==> src/rtl/cp0_irq.sv <==
// cp0_irq: CP0 coprocessor with NUM_IRQ external interrupt lines.
//
// Purpose
//   Holds the Status, Cause, EPC and EBase registers. It senses each external
//   interrupt line as a latched rising edge or as a plain level, masks the
//   pending lines with Status.IM and picks the highest pending index. It takes
//   the interrupt through the pipeline's forced-jump path and returns from the
//   handler on ERET.
//   Pipeline timing: reads happen in ID, mtc0 writes in EXE, and take/ERET
//   in MEM.
//
// Optional feature
//   Define CP0_TIMER_EN to add Count (reg 9) and Compare (reg 11). The timer
//   uses the IP/IM slot just above the external lines, so it has the highest
//   priority. Without the macro, regs 9/11 and the timer IP/IM bits read 0.
//
// Ports
//   clk, rst       clock; synchronous active-high reset
//   oper[1:0]      00 none, 01 mtc0 store, 10 eret, 11 treated as none
//   addr_r/data_r  read index / registered read data (1-cycle latency)
//   addr_w/data_w  write index / write data (used when oper = store)
//   ir_en          pipeline can accept an interrupt this cycle
//   ir_in          external interrupt lines
//   ret_addr       PC saved to EPC when an interrupt is taken
//   jump_en/addr   forced jump request/target (combinational)
//   exl            Status.EXL, high while a handler is active
module cp0_irq #(
   parameter int                 NUM_IRQ      = 4,
   parameter logic [NUM_IRQ-1:0] EDGE_MASK    = '0,
   parameter logic [31:0]        HANDLER_BASE = 32'h0000_0020
) (
   input  logic               clk,
   input  logic               rst,
   input  logic [1:0]         oper,
   input  logic [4:0]         addr_r,
   output logic [31:0]        data_r,
   input  logic [4:0]         addr_w,
   input  logic [31:0]        data_w,
   input  logic               ir_en,
   input  logic [NUM_IRQ-1:0] ir_in,
   input  logic [31:0]        ret_addr,
   output logic               jump_en,
   output logic [31:0]        jump_addr,
   output logic               exl
);

   // Opcode values shared with the pipeline's mips_define.vh.
   localparam logic [1:0] OP_STORE = 2'b01;
   localparam logic [1:0] OP_ERET  = 2'b10;

   localparam logic [4:0] REG_COUNT   = 5'd9;
   localparam logic [4:0] REG_COMPARE = 5'd11;
   localparam logic [4:0] REG_STATUS  = 5'd12;
   localparam logic [4:0] REG_CAUSE   = 5'd13;
   localparam logic [4:0] REG_EPC     = 5'd14;
   localparam logic [4:0] REG_EBASE   = 5'd15;

   // Architectural state
   logic               ie_q, ie_d;
   logic               exl_q, exl_d;
   logic [NUM_IRQ:0]   im_q, im_d;         // bit NUM_IRQ is the timer slot
   logic [4:0]         irq_id_q, irq_id_d;
   logic [31:0]        epc_q, epc_d;
   logic [31:0]        ebase_q, ebase_d;
   logic [NUM_IRQ-1:0] edge_pend_q, edge_pend_d;
   logic [NUM_IRQ-1:0] ir_prev_q;
   logic [31:0]        data_r_q, data_r_d;

   // Decoded per-cycle signals
   logic [NUM_IRQ:0]   ip;
   logic [NUM_IRQ:0]   pend_act;
   logic [4:0]         win_id;
   logic               take, do_eret, do_take, do_store;
   logic               tmr_pend;
   logic [31:0]        count_val, compare_val;

   // Edge lines report their latch; level lines pass straight through.
   always_comb begin
      ip = '0;
      for (int i = 0; i < NUM_IRQ; i++) begin
         ip[i] = EDGE_MASK[i] ? edge_pend_q[i] : ir_in[i];
      end
      ip[NUM_IRQ] = tmr_pend;
   end

   assign pend_act = ip & im_q;

   // Ascending scan: the last hit, i.e. the highest index, wins.
   always_comb begin
      win_id = '0;
      for (int i = 0; i <= NUM_IRQ; i++) begin
         if (pend_act[i]) begin
            win_id = 5'(i);
         end
      end
   end

   assign take     = ir_en & ie_q & ~exl_q & (|pend_act);
   assign do_eret  = (oper == OP_ERET);
   // ERET has priority; the interrupt is re-evaluated next cycle.
   assign do_take  = take & ~do_eret;
   // The instruction whose store coincides with a take is flushed.
   assign do_store = (oper == OP_STORE) & ~do_take;

   always_comb begin
      jump_en   = 1'b0;
      jump_addr = 32'd0;
      if (do_eret) begin
         jump_en   = 1'b1;
         jump_addr = epc_q;
      end else if (do_take) begin
         jump_en   = 1'b1;
         jump_addr = ebase_q;
      end
   end

   assign exl    = exl_q;
   assign data_r = data_r_q;

   always_comb begin
      ie_d        = ie_q;
      exl_d       = exl_q;
      im_d        = im_q;
      irq_id_d    = irq_id_q;
      epc_d       = epc_q;
      ebase_d     = ebase_q;
      edge_pend_d = edge_pend_q;
      if (do_eret) begin
         exl_d = 1'b0;
      end else if (do_take) begin
         epc_d    = ret_addr;
         exl_d    = 1'b1;
         irq_id_d = win_id;
      end
      if (do_store) begin
         case (addr_w)
            REG_STATUS: begin
               ie_d  = data_w[0];
               exl_d = data_w[1];
               im_d  = data_w[8 +: NUM_IRQ+1];
`ifndef CP0_TIMER_EN
               im_d[NUM_IRQ] = 1'b0;
`endif
            end
            // Writing 0 to an IP bit clears that edge latch.
            REG_CAUSE: edge_pend_d = edge_pend_q & data_w[8 +: NUM_IRQ];
            REG_EPC:   epc_d = data_w;
            REG_EBASE: ebase_d = {data_w[31:2], 2'b00};
            default:   ;
         endcase
      end
      // A rising edge in the same cycle as a clear still sets the latch.
      edge_pend_d = (edge_pend_d | (ir_in & ~ir_prev_q)) & EDGE_MASK;
   end

`ifdef CP0_TIMER_EN
   logic [31:0] count_q, count_d;
   logic [31:0] compare_q, compare_d;
   logic        tmr_pend_q, tmr_pend_d;

   always_comb begin
      count_d    = count_q + 32'd1;
      compare_d  = compare_q;
      tmr_pend_d = tmr_pend_q;
      if ((count_q == compare_q) && (compare_q != 32'd0)) begin
         tmr_pend_d = 1'b1;
      end
      if (do_store && (addr_w == REG_COUNT)) begin
         count_d = data_w;
      end
      if (do_store && (addr_w == REG_COMPARE)) begin
         compare_d  = data_w;
         tmr_pend_d = 1'b0;
      end
   end

   always_ff @(posedge clk) begin
      if (rst) begin
         count_q    <= 32'd0;
         compare_q  <= 32'd0;
         tmr_pend_q <= 1'b0;
      end else begin
         count_q    <= count_d;
         compare_q  <= compare_d;
         tmr_pend_q <= tmr_pend_d;
      end
   end

   assign tmr_pend    = tmr_pend_q;
   assign count_val   = count_q;
   assign compare_val = compare_q;
`else
   assign tmr_pend    = 1'b0;
   assign count_val   = 32'd0;
   assign compare_val = 32'd0;
`endif

   // The read mux sees pre-update values, so a same-cycle write returns old data.
   always_comb begin
      data_r_d = 32'd0;
      case (addr_r)
         REG_STATUS: begin
            data_r_d[0]                = ie_q;
            data_r_d[1]                = exl_q;
            data_r_d[8 +: NUM_IRQ+1]   = im_q;
         end
         REG_CAUSE: begin
            data_r_d[8 +: NUM_IRQ+1]   = ip;
            data_r_d[20:16]            = irq_id_q;
         end
         REG_EPC:     data_r_d = epc_q;
         REG_EBASE:   data_r_d = ebase_q;
         REG_COUNT:   data_r_d = count_val;
         REG_COMPARE: data_r_d = compare_val;
         default:     data_r_d = 32'd0;
      endcase
   end

   always_ff @(posedge clk) begin
      if (rst) begin
         ie_q        <= 1'b0;
         exl_q       <= 1'b0;
         im_q        <= '0;
         irq_id_q    <= 5'd0;
         epc_q       <= 32'd0;
         ebase_q     <= HANDLER_BASE;
         edge_pend_q <= '0;
         ir_prev_q   <= '0;
         data_r_q    <= 32'd0;
      end else begin
         ie_q        <= ie_d;
         exl_q       <= exl_d;
         im_q        <= im_d;
         irq_id_q    <= irq_id_d;
         epc_q       <= epc_d;
         ebase_q     <= ebase_d;
         edge_pend_q <= edge_pend_d;
         ir_prev_q   <= ir_in;
         data_r_q    <= data_r_d;
      end
   end

endmodule

==> config.mk <==
export PLATFORM = sky130hd
export DESIGN_NAME = cp0_irq
export DESIGN_NICKNAME = d
export VERILOG_FILES = /design/src/rtl/cp0_irq.sv
export SDC_FILE = /design/constraint.sdc
export NUM_CORES = 1
export LEC_CHECK = 0
export ABC_CLOCK_PERIOD_IN_PS = 3730
export CAP_MARGIN = 20
export CELL_PAD_IN_SITES_DETAIL_PLACEMENT = 1
export CELL_PAD_IN_SITES_GLOBAL_PLACEMENT = 1
export CORE_ASPECT_RATIO = 0.6
export CORE_UTILIZATION = 50
export DETAILED_ROUTE_END_ITERATION = 16
export DONT_BUFFER_PORTS = 1
export PLACE_DENSITY_LB_ADDON = 0.1
export REMOVE_ABC_BUFFERS = 1
export SETUP_SLACK_MARGIN = 0.5
export SLEW_MARGIN = 5
export SYNTH_ARGS = -nofsm -noshare
export SYNTH_HDL_FRONTEND = slang
export SYNTH_SLANG_ARGS = --single-unit
==> constraint.sdc <==
create_clock -name clk -period 3.73 [get_ports clk]
set_clock_uncertainty 0.2 [all_clocks]
set_input_delay 0.746 -clock clk [delete_from_list [all_inputs] [get_ports clk]]
set_output_delay 0.746 -clock clk [all_outputs]
set_load 0.02 [all_outputs]
* Word level (Yosys, flattened, before mapping) *
Index checks and enable logic that the tools add are counted.

cells by class
  equal/unequal tests = 9
  muxes and demuxes = 22
  bitwise operators = 9
  reductions and logical operators = 4

operators with widths
  operator                                        number
  2-to-1 mux 32 bit                               6
  == test 5 x 4 -> 1 bit (second input constant)  7
  one-hot mux 11 bit (2 select lines)             1
  one-hot mux 5 bit (4 select lines)              1
  2-to-1 mux 5 bit                                3
  one-hot mux 5 bit (3 select lines)              1
  one-hot mux 6 bit (2 select lines)              1
  2-to-1 mux 1 bit                                7
  one-hot mux 3 bit (2 select lines)              1
  AND reduction 2 bit                             3
  AND 1 bit                                       5
  OR reduction 5 bit                              1
  AND 4 bit                                       1
  one-hot mux 2 bit (2 select lines)              1
  inverter 1 bit                                  3
  == test 2 x 1 -> 1 bit (second input constant)  1
  == test 2 bit (second input constant)           1

storage, ports and cells
  register bits = 105
  bits of input ports = 83
  output and inout port bits = 66
  word-level logic and storage cells = 51

* Depth between registers and ports, before layout *
Gate-level depths: netlist (run 1).

  depth after elaboration = 8
  gate-level depth with buffers = 6
  depth with buffers taken out = 4

* Worst setup path before layout (run 1) *
No wires, ideal clock.

  kind = in2out
  start point = input port oper[1]
  end point = output port jump_addr[10]
  data arrival time = 2005 ps
  required time = 2784 ps
  path slack = 779 ps
  cell stages on the path = 6
  path buffers = 3
  path through = nor2b_1 > clkbuf_1 > a211oi_1 > buf_2 > buf_2 > a22o_1

between the ends
  longest elaborated chain between the ends = 5

ends and longest elaborated chain
  item                             line  source
  start: declaration               34    input logic [1:0] oper,
  == test 2 bit *                  99    assign do_eret = (oper == OP_ERET);
  inverter 1 bit (no source line)  --
  AND 1 bit                        101   assign do_take = take & ~do_eret;
  2-to-1 mux 32 bit                111   end else if (do_take) begin
  2-to-1 mux 32 bit *              108   if (do_eret) begin
  end: declaration                 43    output logic [31:0] jump_addr,

Every way passes the cells marked *; elsewhere a longest branch is shown, timed or not.

* Worst setup path after layout (run 1) *
  start point = register exl_q, in the netlist exl
  end point = output port jump_addr[22]

between the ends
  longest elaborated chain between the ends = 6

ends and longest elaborated chain
  item                      line  source
  start: declaration        60    logic exl_q, exl_d;
  start signal: assignment  232   exl_q <= exl_d;
  inverter 1 bit            98    assign take = ir_en & ie_q & ~exl_q & (|pend_act);
  AND 1 bit (2 in series)   98
  AND 1 bit                 101
  2-to-1 mux 32 bit         111
  2-to-1 mux 32 bit         108

Every way passes these cells.

==> impl_metrics.xml, run 1 <==
<?xml version="1.0" encoding="UTF-8"?>
<metrics>
  <group name="outcome">
    <metric name="outcome" unit="">complete, no violations</metric>
  </group>
  <group name="worst_setup_path">
    <metric name="timing.critical_path.cells" unit="">nand3b_1, a211oi_4, buf_4, a22o_1</metric>
    <metric name="critical_path_class" unit="">flip-flop to output port</metric>
    <metric name="rrSetupSlack" unit="ns">1.02</metric>
    <metric name="worstPathMaxFanout" unit="">24</metric>
    <metric name="cp_num_buf_inv" unit="">1</metric>
    <metric name="path_delay_family" unit="">compound AO/OA/AOI/OAI gates</metric>
    <metric name="critPathLaunch" unit="">exl</metric>
    <metric name="r2r_cells" unit="">5</metric>
    <metric name="critPathMaxStageDelay" unit="ns">0.42</metric>
    <metric name="cp.depth" unit="">4</metric>
    <metric name="cpMaxStageDelayCell" unit="">nand3b_1</metric>
    <metric name="critical_path.reg2reg.startpoint" unit="">im_q[2]</metric>
    <metric name="critical_path_arrival" unit="ns">2.21</metric>
    <metric name="end_of_the_critical_path" unit="">jump_addr[22]</metric>
    <metric name="r2r_end" unit="">epc_q[18]</metric>
    <metric name="critPathCaptureType" unit="">output port</metric>
    <metric name="startpoint_type" unit="">flip-flop</metric>
    <metric name="timing.critical_path.required" unit="ns">2.78</metric>
  </group>
  <group name="logic_synthesis">
    <metric name="synth.yosys.seq_area_share" unit="%">43.6</metric>
    <metric name="post_synth_main_area_contributors" unit="">dfxtp_1 (44%), a311oi_2 (9.6%), a22o_1 (5.6%), mux2i_1 (5.6%), nand2_1 (5.5%)</metric>
    <metric name="post_synth.cell_area_avg" unit="um^2">8.93</metric>
    <metric name="synth_top_area_share" unit="%">43.6</metric>
    <metric name="mappedNetlistArea" unit="um^2">4690</metric>
    <metric name="synth_async_sr_flop_share" unit="%">0</metric>
    <metric name="flop_and_latch_count_out_of_synthesis" unit="">102</metric>
    <metric name="synth.largest_area_cell" unit="">dfxtp_1</metric>
    <metric name="ys_types" unit="">35</metric>
    <metric name="synth_enable_flop_cells" unit="">0</metric>
    <metric name="yosysWarnings" unit="">0</metric>
    <metric name="synthesis.instances" unit="">525</metric>
    <metric name="synth_common_cells" unit="">dfxtp_1 (102), nand2_1 (69), clkbuf_1 (39)</metric>
    <metric name="ys_dominant_reg_cell" unit="">dfxtp_1</metric>
    <metric name="synth.most_common_cell" unit="">dfxtp_1</metric>
  </group>
  <group name="layout">
    <metric name="postLayoutCellArea" unit="um^2">5000</metric>
    <metric name="instances_no_fill" unit="">610</metric>
    <metric name="n_fill_cell" unit="">1012</metric>
    <metric name="layout_cell_share_with_drive_strength_beyond_1" unit="%">13.7</metric>
    <metric name="area.growth.synth_to_final" unit="%">6.78</metric>
    <metric name="final_core_utilization" unit="%">57.0</metric>
    <metric name="antenna_cells_inserted" unit="">0</metric>
    <metric name="final_nets" unit="">576</metric>
  </group>
  <group name="sta">
    <metric name="maxSlewHeadroom" unit="%">30.8</metric>
    <metric name="finalMaxSlewViolations" unit="">0</metric>
    <metric name="layout_min_cycle_time" unit="ns">3.16</metric>
    <metric name="timing.fmax" unit="GHz">0.316</metric>
    <metric name="tightestPinTransition" unit="ns">1.04</metric>
    <metric name="finalWorstSetupSlack" unit="ns">0.570</metric>
    <metric name="rsz0062_at_grt" unit="">no</metric>
    <metric name="hold_slack" unit="ns">0.272</metric>
    <metric name="report.final.setup_viol" unit="">0</metric>
    <metric name="hold_violations" unit="">0</metric>
    <metric name="final.period_utilization" unit="%">84.7</metric>
  </group>
  <group name="floorplan">
    <metric name="die_w" unit="um">127</metric>
    <metric name="die_h" unit="um">77.0</metric>
    <metric name="floorplan.io_pins" unit="">149</metric>
    <metric name="start_util" unit="%">53.4</metric>
    <metric name="coreArea" unit="um^2">8780</metric>
    <metric name="die_area" unit="um^2">9780</metric>
    <metric name="placementRows" unit="">26</metric>
  </group>
  <group name="global_routing">
    <metric name="global_route.overflow_total" unit="">0</metric>
    <metric name="grt_pass1_vias" unit="">4186</metric>
    <metric name="antenna_found_initial" unit="">0</metric>
    <metric name="global_route.usage.total" unit="%">30.9</metric>
    <metric name="grt_pass1_wl" unit="um">23400</metric>
    <metric name="pin_count_of_the_biggest_net_entering_global_routing" unit="">73</metric>
  </group>
  <group name="clocking">
    <metric name="maximum_buffer_depth_of_the_clock_tree" unit="">2</metric>
    <metric name="cts_made_buffers" unit="">9</metric>
    <metric name="root_buffer" unit="">clkbuf_16</metric>
    <metric name="insertion_delay" unit="ns">0.34</metric>
    <metric name="post-cts-setup-buffers" unit="">0</metric>
    <metric name="cts.sinks" unit="">102</metric>
    <metric name="count_of_h_tree_levels_built_during_cts" unit="">3</metric>
    <metric name="worst_setup_hold_path_clk_slew" unit="ns">0.07</metric>
    <metric name="cts_resized" unit="">0</metric>
    <metric name="tritoncts_clock_tree" unit="">done</metric>
    <metric name="post_cts_hold_buffer_count" unit="">0</metric>
  </group>
  <group name="placed_design">
    <metric name="postPlaceCellArea" unit="um^2">4720</metric>
    <metric name="placement.setup.worst_slack" unit="ns">0.578</metric>
    <metric name="dp.final_hpwl" unit="um">9280</metric>
    <metric name="place.port_buffers" unit="">0</metric>
    <metric name="placedCellCount" unit="">594</metric>
    <metric name="routabilityCongestion" unit="">0.772</metric>
  </group>
  <group name="detailed_routing">
    <metric name="drt_first_pass_iters" unit="">6</metric>
    <metric name="vias" unit="">4085</metric>
    <metric name="postRouteAntennaNets" unit="">0</metric>
    <metric name="post_drt_wl_per_cell" unit="um">24.5</metric>
    <metric name="detail_route.vias_per_cell" unit="">6.70</metric>
    <metric name="totalWireLength" unit="um">14900</metric>
    <metric name="drc" unit="">0</metric>
    <metric name="detail_route.iter0.violations" unit="">407</metric>
  </group>
  <group name="min_path">
    <metric name="holdCritPathClass" unit="">primary input to flip-flop</metric>
  </group>
  <group name="pwr">
    <metric name="seq_power_share" unit="%">53.2</metric>
    <metric name="power-per-cell-area" unit="nW/um^2">412</metric>
    <metric name="design_internal_power" unit="W">0.00162</metric>
    <metric name="cellLeakagePower" unit="nW">1.58</metric>
    <metric name="power_switching" unit="W">0.000440</metric>
    <metric name="p_sw_share" unit="%">21.3</metric>
    <metric name="combPwrFrac" unit="%">2.2</metric>
    <metric name="ir_worst_vdd" unit="uV">229</metric>
    <metric name="pwr-share-clk" unit="%">44.5</metric>
  </group>
  <group name="run">
    <metric name="timing.max_cap.violations" unit="">0</metric>
  </group>
</metrics>
-- worst reg2reg max path, stage by stage (launching register included) --
cell and delay, ns:
dfxtp_1 0.35, a22oi_1 0.68, a211o_1 0.58, buf_4 0.40
nand2_1 0.13, a311oi_2 0.28
-- metrics by stage --
step	total power, W	TNS [ns]
6_report	0.00206	0
5_1_grt	0.00212	0
4_1_cts	0.00207	0
3_5_place_dp	0.00117	0
3_3_place_gp	0.00117	0
2_1_floorplan	0.00116	-153.37
-- worst min path at each step --
| stage | slack [ns] | start | end | depth (start not counted) |
|---|---|---|---|---|
| final | 0.27 | rst | exl | 1 |
| after global routing | 0.26 | rst | epc_q[1] | 1 |
| after CTS | 0.27 | rst | epc_q[31] | 1 |
| after detailed placement | 0.28 | ebase_q[2] | ebase_q[2] | 2 |
| after global placement | 0.27 | ebase_q[17] | ebase_q[17] | 2 |
| after floorplan | 0.25 | im_q[0] | im_q[0] | 2 |
-- cells in the final DEF (no fill, tap or decap), types with 2 or more instances in the layout --
master,netlist,layout
dfxtp_1,102,102
nand2_1,69,69
nor3_1,36,35
nand3_1,35,35
o21ai_0,35,35
a21oi_1,36,35
nor2_1,33,33
a22o_1,30,30
a311oi_2,30,30
mux2i_1,26,26
buf_4,1,10
clkbuf_16,0,9
mux2_2,5,5
a22oi_1,4,4
nand3b_1,3,3
and2_1,3,3
a222oi_1,3,3
a211oi_1,4,3
clkbuf_8,0,3
nor2b_1,3,2
a311oi_1,2,2
clkinv_2,0,2
-- flip-flops by register name (all words and copies together), names as in the netlist --
| register | count |
|---|---|
| im_q | 4 |
| ie_q | 1 |
| exl | 1 |
| ebase_q | 30 |
| data_r | 32 |
| irq_id_q | 2 |
| epc_q | 32 |
-- power by group through the flow --
stage | registers [W] | logic, W | clock network, W
after floorplan | 0.00112 | 0.0000340 | 0
after global routing | 0.00110 | 0.0000493 | 0.000973
after detailed placement | 0.00112 | 0.0000457 | 0
after global placement | 0.00112 | 0.0000445 | 0
after CTS | 0.00110 | 0.0000457 | 0.000926
final | 0.00110 | 0.0000459 | 0.000918
-- layer usage --
| metal | wire (um) | share of wire (%) | track usage [%] | vias up |
|---|---|---|---|---|
| li1 | - | - | - | 1851 |
| met1 | 6610 | 44 | 41.6 | 2050 |
| met2 | 6890 | 46 | 49.0 | 172 |
| met3 | 1290 | 8.6 | 9.14 | 12 |
| met4 | 131 | 0.88 | 6.90 | 0 |
| met5 | 0 | 0 | 0 | - |
-- area by class of cell --
| cell class | count | area, um^2 | area share (%) |
|---|---|---|---|
| repair buffers | 11 | 95.1 | 1.90 |
| well taps | 112 | 140 | 2.80 |
| multi-input cells | 369 | 2440 | 48.8 |
| flip-flops and latches | 102 | 2040 | 40.8 |
| clock inverters | 3 | 17.5 | 0.350 |
| clock buffers | 13 | 270 | 5.40 |
-- kinds of logic after synthesis --
kind of cell | Yosys count | share of synthesized area [%]
buffers and inverters | 54 | 5.15
muxes | 32 | 7.23
and+or+nand+nor | 190 | 18.4
DFF | 102 | 43.6
AOI/OAI and AO/OA | 147 | 25.6
Note: power is estimated with default switching activity, not from simulation.
==> inputs of run 2 (changes only) <==
- ABC_CLOCK_PERIOD_IN_PS: 3730 -> 3300
- CORE_UTILIZATION: 50 -> 46
- clock period: 3.73 -> 3.3 ns (I/O delays scaled with it)
==> run 2 against run 1 <==
Setup slack got worse by 0.039 ns. Core utilization decreased by 4.1 points. Hold slack got worse by 0.088 ns. Wire length increased by 2.1%. Flip-flop and latch count unchanged. Power increased by 22%.
==> impl_metrics.xml, run 2 (synthesized netlist as in run 1, its figures left out) <==
<?xml version="1.0" encoding="UTF-8"?>
<metrics>
  <group name="outcome">
    <metric name="outcome" unit="">complete, no violations</metric>
  </group>
  <group name="floorplan">
    <metric name="start_util" unit="%">47.4</metric>
    <metric name="die_w" unit="um">132</metric>
    <metric name="die_h" unit="um">80.2</metric>
    <metric name="coreArea" unit="um^2">9880</metric>
    <metric name="floorplan.io_pins" unit="">149</metric>
    <metric name="placementRows" unit="">28</metric>
    <metric name="die_area" unit="um^2">10600</metric>
  </group>
  <group name="detailed_routing">
    <metric name="detail_route.vias_per_cell" unit="">6.47</metric>
    <metric name="post_drt_wl_per_cell" unit="um">23.8</metric>
    <metric name="drc" unit="">0</metric>
    <metric name="postRouteAntennaNets" unit="">0</metric>
    <metric name="detail_route.iter0.violations" unit="">267</metric>
    <metric name="drt_first_pass_iters" unit="">6</metric>
    <metric name="totalWireLength" unit="um">15200</metric>
    <metric name="vias" unit="">4137</metric>
  </group>
  <group name="pwr">
    <metric name="cellLeakagePower" unit="nW">1.67</metric>
    <metric name="pwr-share-clk" unit="%">48.5</metric>
    <metric name="p_sw_share" unit="%">19.6</metric>
    <metric name="power-per-cell-area" unit="nW/um^2">481</metric>
    <metric name="totalPowerFinal" unit="W">0.00251</metric>
    <metric name="seq_power_share" unit="%">49.4</metric>
    <metric name="ir_worst_vdd" unit="uV">265</metric>
    <metric name="combPwrFrac" unit="%">2.1</metric>
    <metric name="power_switching" unit="W">0.000492</metric>
    <metric name="design_internal_power" unit="W">0.00202</metric>
  </group>
  <group name="placed_design">
    <metric name="placedCellCount" unit="">620</metric>
    <metric name="placement.setup.worst_slack" unit="ns">0.598</metric>
    <metric name="dp.final_hpwl" unit="um">9620</metric>
    <metric name="place.port_buffers" unit="">0</metric>
    <metric name="routabilityCongestion" unit="">0.791</metric>
  </group>
  <group name="min_path">
    <metric name="min_delay_worst_endpoint" unit="">epc_q[1]</metric>
    <metric name="holdCritPathClass" unit="">primary input to flip-flop</metric>
    <metric name="hp-start" unit="">rst</metric>
    <metric name="worstHoldPathCells" unit="">1</metric>
  </group>
  <group name="sta">
    <metric name="layout_min_cycle_time" unit="ns">2.77</metric>
    <metric name="report.final.setup_viol" unit="">0</metric>
    <metric name="finalMaxSlewViolations" unit="">0</metric>
    <metric name="hold_violations" unit="">0</metric>
    <metric name="finalWorstSetupSlack" unit="ns">0.530</metric>
    <metric name="timing.fmax" unit="GHz">0.361</metric>
    <metric name="maxSlewHeadroom" unit="%">32.1</metric>
    <metric name="rsz0062_at_grt" unit="">yes</metric>
    <metric name="tightestPinTransition" unit="ns">1.02</metric>
    <metric name="final.period_utilization" unit="%">83.9</metric>
  </group>
  <group name="clocking">
    <metric name="maximum_buffer_depth_of_the_clock_tree" unit="">2</metric>
    <metric name="worst_setup_hold_path_clk_slew" unit="ns">0.07</metric>
    <metric name="post_cts_hold_buffer_count" unit="">0</metric>
    <metric name="count_of_h_tree_levels_built_during_cts" unit="">3</metric>
    <metric name="cts_made_buffers" unit="">9</metric>
    <metric name="tritoncts_clock_tree" unit="">done</metric>
    <metric name="insertion_delay" unit="ns">0.34</metric>
    <metric name="cts.sinks" unit="">102</metric>
    <metric name="root_buffer" unit="">clkbuf_16</metric>
  </group>
  <group name="global_routing">
    <metric name="grt_pass1_wl" unit="um">23000</metric>
    <metric name="grt_pass1_vias" unit="">4128</metric>
    <metric name="global_route.overflow_total" unit="">0</metric>
    <metric name="global_route.usage.total" unit="%">28.1</metric>
    <metric name="pin_count_of_the_biggest_net_entering_global_routing" unit="">73</metric>
    <metric name="antenna_found_initial" unit="">0</metric>
  </group>
  <group name="worst_setup_path">
    <metric name="critical_path.reg2reg.startpoint" unit="">exl</metric>
    <metric name="timing.critical_path.cells" unit="">a22oi_1, buf_4, a211oi_4, buf_12, a22o_1</metric>
    <metric name="r2r_cells" unit="">6</metric>
    <metric name="worstPathMaxFanout" unit="">19</metric>
    <metric name="critPathMaxStageDelay" unit="ns">0.39</metric>
    <metric name="r2r_end" unit="">epc_q[26]</metric>
    <metric name="critical_path_class" unit="">flip-flop to output port</metric>
    <metric name="path_delay_family" unit="">compound AO/OA/AOI/OAI gates</metric>
    <metric name="critPathCaptureType" unit="">output port</metric>
    <metric name="timing.critical_path.required" unit="ns">2.44</metric>
    <metric name="cpMaxStageDelayCell" unit="">dfxtp_1</metric>
    <metric name="cp_num_buf_inv" unit="">2</metric>
    <metric name="startpoint_type" unit="">flip-flop</metric>
    <metric name="rrSetupSlack" unit="ns">0.99</metric>
    <metric name="critical_path_arrival" unit="ns">1.91</metric>
  </group>
  <group name="layout">
    <metric name="layout_cell_share_with_drive_strength_beyond_1" unit="%">20.0</metric>
    <metric name="layout_common_cells" unit="">dfxtp_1 (102), nand2_1 (69)</metric>
    <metric name="leading_cell_type_in_the_layout_fill_and_taps_excluded" unit="">dfxtp_1</metric>
    <metric name="instances_no_fill" unit="">639</metric>
    <metric name="n_fill_cell" unit="">1107</metric>
    <metric name="area.growth.synth_to_final" unit="%">11.4</metric>
    <metric name="antenna_cells_inserted" unit="">0</metric>
    <metric name="final_nets" unit="">583</metric>
  </group>
  <group name="run">
    <metric name="timing.max_cap.violations" unit="">0</metric>
  </group>
</metrics>
-- run 2: cell types whose count changed in the layout (fill, tap and decap cells not counted) --
cell / change
a22o_1: -27
a22o_2: +27
buf_4: +3
bufinv_16: +3
buf_12: +2
clkbuf_8: -2
buf_8: +1
clkbuf_16: +1
clkinv_2: -1
clkinvlp_4: -1
-- run 2: metrics by stage --
step	area, um^2	utilization [%]	setup TNS [ns]	hold WS (ns)
finish	5220	52.8	0	0.183
global route	5220	52.8	0	0.170
CTS	5140	52.1	0	0.172
detailed placement	4790	48.5	0	0.282
global placement	4790	48.5	0	0.273
floorplan	4450	-	-185.19	0.254
-- run 2: layout make-up --
type	instances	area, um^2	share of cell area, %
clock buffers	11	243	4.65
well taps	135	169	3.24
multi-input cells	369	2470	47.4
flip-flops and latches	102	2040	39.1
clock inverters	4	95.1	1.82
repair buffers	18	198	3.79
-- run 2: power by group through the flow --
stage	clock network, W	registers, W	logic (W)
final	0.00122	0.00124	0.0000529
after CTS	0.00123	0.00124	0.0000522
after detailed placement	0	0.00127	0.0000519
after global placement	0	0.00127	0.0000496
after global routing	0.00128	0.00124	0.0000562
after floorplan	0	0.00127	0.0000385
-- run 2: how the worst max path moves through the flow --
stage / endpoint / start / slack, ns / depth (start not counted)
floorplan: jump_addr[10] / oper[1] / -2.94 / 3
global placement: jump_addr[22] / ir_in[0] / 0.64 / 5
detailed placement: jump_addr[25] / ir_in[0] / 0.60 / 5
CTS: jump_addr[14] / exl / 0.50 / 4
global route: jump_addr[30] / im_q[1] / 0.49 / 5
finish: jump_addr[29] / im_q[1] / 0.53 / 5
-- run 2: layer usage --
| layer | vias up | global-route usage (%) | share of wire [%] |
|---|---|---|---|
| li1 | 1870 | - | - |
| met1 | 2116 | 37.4 | 47 |
| met2 | 140 | 44.6 | 45 |
| met3 | 11 | 8.08 | 7.0 |
| met4 | 0 | 7.36 | 0.83 |
| met5 | - | 0 | 0 |
-- run 2: timing repair --
| action | in CTS | in global routing |
|---|---|---|
| gates cloned | 0 | 1 |
| endpoints found under the setup margin | 30 | 30 |
| pin swaps | 1 | 1 |
| hold endpoints to repair | 0 | 0 |
| gates resized for setup | 4 | 23 |
| setup buffers | 1 | 1 |
==> inputs of run 3 (changes only) <==
- ABC_CLOCK_PERIOD_IN_PS: 3300 -> 2900
- clock period: 3.3 -> 2.9 ns (I/O delays scaled with it)
==> run 3 against run 2 <==
Global-route usage increased by 3.9 points. Critical path depth increased by 2. Hold slack got worse by 0.086 ns. Wire length increased by 11%. Register-to-register slack got worse by 0.32 ns. Clock power decreased by 6%. Via count increased by 3.9%. Critical path type unchanged. Largest power group unchanged. Highest routed layer unchanged.
==> impl_metrics.xml, run 3 (synthesized netlist as in run 1, its figures left out) <==
<?xml version="1.0" encoding="UTF-8"?>
<metrics>
  <group name="global_routing">
    <metric name="grt_pass1_vias" unit="">4337</metric>
    <metric name="global_route.usage.total" unit="%">31.9</metric>
    <metric name="antenna_found_initial" unit="">0</metric>
    <metric name="grt_pass1_wl" unit="um">25600</metric>
    <metric name="pin_count_of_the_biggest_net_entering_global_routing" unit="">73</metric>
    <metric name="global_route.overflow_total" unit="">0</metric>
  </group>
  <group name="pwr">
    <metric name="cellLeakagePower" unit="nW">1.97</metric>
    <metric name="power-per-cell-area" unit="nW/um^2">462</metric>
    <metric name="totalPowerFinal" unit="W">0.00263</metric>
    <metric name="ir_worst_vdd" unit="uV">329</metric>
  </group>
  <group name="floorplan">
    <metric name="die_h" unit="um">80.2</metric>
    <metric name="placementRows" unit="">28</metric>
    <metric name="floorplan.io_pins" unit="">149</metric>
    <metric name="start_util" unit="%">47.4</metric>
    <metric name="coreArea" unit="um^2">9880</metric>
    <metric name="die_area" unit="um^2">10600</metric>
    <metric name="die_w" unit="um">132</metric>
  </group>
  <group name="sta">
    <metric name="timing.fmax" unit="GHz">0.400</metric>
    <metric name="final.period_utilization" unit="%">86.3</metric>
    <metric name="rsz0062_at_grt" unit="">yes</metric>
    <metric name="report.final.setup_viol" unit="">0</metric>
    <metric name="maxSlewHeadroom" unit="%">55.9</metric>
    <metric name="hold_violations" unit="">0</metric>
    <metric name="hold_slack" unit="ns">0.0975</metric>
    <metric name="tightestPinTransition" unit="ns">0.661</metric>
    <metric name="layout_min_cycle_time" unit="ns">2.50</metric>
    <metric name="finalMaxSlewViolations" unit="">0</metric>
  </group>
  <group name="layout">
    <metric name="final_core_utilization" unit="%">57.7</metric>
    <metric name="final_nets" unit="">602</metric>
    <metric name="layout_cell_share_with_drive_strength_beyond_1" unit="%">25.0</metric>
    <metric name="antenna_cells_inserted" unit="">0</metric>
    <metric name="area.growth.synth_to_final" unit="%">21.7</metric>
    <metric name="leading_cell_type_in_the_layout_fill_and_taps_excluded" unit="">dfxtp_1</metric>
    <metric name="layout_common_cells" unit="">dfxtp_1 (98), nand2_1 (69)</metric>
  </group>
  <group name="clocking">
    <metric name="tritoncts_clock_tree" unit="">done</metric>
    <metric name="maximum_buffer_depth_of_the_clock_tree" unit="">2</metric>
    <metric name="worst_setup_hold_path_clk_slew" unit="ns">0.07</metric>
    <metric name="cts.sinks" unit="">102</metric>
    <metric name="count_of_h_tree_levels_built_during_cts" unit="">3</metric>
    <metric name="root_buffer" unit="">clkbuf_16</metric>
    <metric name="post_cts_hold_buffer_count" unit="">0</metric>
    <metric name="cts_made_buffers" unit="">9</metric>
    <metric name="insertion_delay" unit="ns">0.35</metric>
  </group>
  <group name="detailed_routing">
    <metric name="post_drt_wl_per_cell" unit="um">25.8</metric>
    <metric name="detail_route.iter0.violations" unit="">272</metric>
    <metric name="drc" unit="">0</metric>
    <metric name="drt_first_pass_iters" unit="">7</metric>
    <metric name="detail_route.vias_per_cell" unit="">6.53</metric>
    <metric name="postRouteAntennaNets" unit="">0</metric>
    <metric name="totalWireLength" unit="um">17000</metric>
    <metric name="vias" unit="">4298</metric>
  </group>
  <group name="worst_setup_path">
    <metric name="critical_path_arrival" unit="ns">1.72</metric>
    <metric name="critPathCaptureType" unit="">output port</metric>
    <metric name="critical_path_class" unit="">flip-flop to output port</metric>
    <metric name="startpoint_type" unit="">flip-flop</metric>
    <metric name="timing.critical_path.cells" unit="">a22oi_2, buf_4, a211oi_4, buf_6, buf_8, buf_16, a22o_4</metric>
    <metric name="worstPathMaxFanout" unit="">7</metric>
    <metric name="critPathMaxStageDelay" unit="ns">0.33</metric>
    <metric name="cpMaxStageDelayCell" unit="">dfxtp_2</metric>
    <metric name="timing.critical_path.required" unit="ns">2.12</metric>
  </group>
  <group name="run">
    <metric name="timing.max_cap.violations" unit="">0</metric>
  </group>
  <group name="placed_design">
    <metric name="routabilityCongestion" unit="">0.784</metric>
    <metric name="dp.final_hpwl" unit="um">9230</metric>
    <metric name="place.port_buffers" unit="">0</metric>
  </group>
  <group name="outcome">
    <metric name="outcome" unit="">complete, no violations</metric>
  </group>
  <group name="min_path">
    <metric name="holdCritPathClass" unit="">primary input to flip-flop</metric>
  </group>
</metrics>
==> run 3: final timing paths <==
kind                start       endpoint  slack [ns]  depth (start not counted)
setup / recovery  im_q[0]  jump_addr[27]        0.40                          7
hold / removal        rst           ie_q         0.1                          1
setup reg to reg  im_q[0]      epc_q[25]        0.67                         10
hold reg to reg      ie_q           ie_q        0.29                          2
==> run 3: what timing repair did <==
item | in CTS | in global routing
setup endpoints to repair | 30 | 40
cloned | 6 | 0
resized for setup | 65 | 1
pin swaps | 7 | 7
setup buffers | 15 | 0
==> run 3: where the power goes <==
group / internal [W] / switching (W)
logic: 0.0000307 / 0.0000364
clock network: 0.000602 / 0.000552
registers: 0.00141 / 0.00000667
total: 0.00204 / 0.000595
==> run 3: critical path: cells and delay by family (launching register included) <==
| kind | cells | cell delay (ns) |
|---|---|---|
| AOI/OAI and AO/OA | 3 | 0.45 |
| buffers and inverters | 4 | 0.58 |
| DFF | 1 | 0.33 |
==> run 3: cell type report <==
class	instances	area, um^2
Timing Repair Buffer	37	493
Tap cell	135	169
Clock inverter	5	36.3
Fill cell	1081	4180
Clock buffer	10	239
Multi-Input combinational cell	369	2720
Sequential cell	102	2050
==> run 3: stage by stage <==
step | worst slack, ns | cells | TNS, ns | area, um^2
2_1_floorplan | -3.18 | 471 | -214.79 | 4450
3_3_place_gp | 0.401 | 621 | 0 | 4810
3_5_place_dp | 0.357 | 621 | 0 | 4810
4_1_cts | 0.388 | 657 | 0 | 5680
5_1_grt | 0.357 | 658 | 0 | 5700
6_report | 0.399 | 658 | 0 | 5700
==> run 3: routing by layer <==
| metal | vias up | wire length [um] | global-route usage (%) |
|---|---|---|---|
| met5 | - | 0 | 0 |
| met4 | 0 | 205 | 8.62 |
| met3 | 17 | 1230 | 9.09 |
| met2 | 170 | 7760 | 51.1 |
| met1 | 2194 | 7770 | 42.3 |
| li1 | 1917 | - | - |
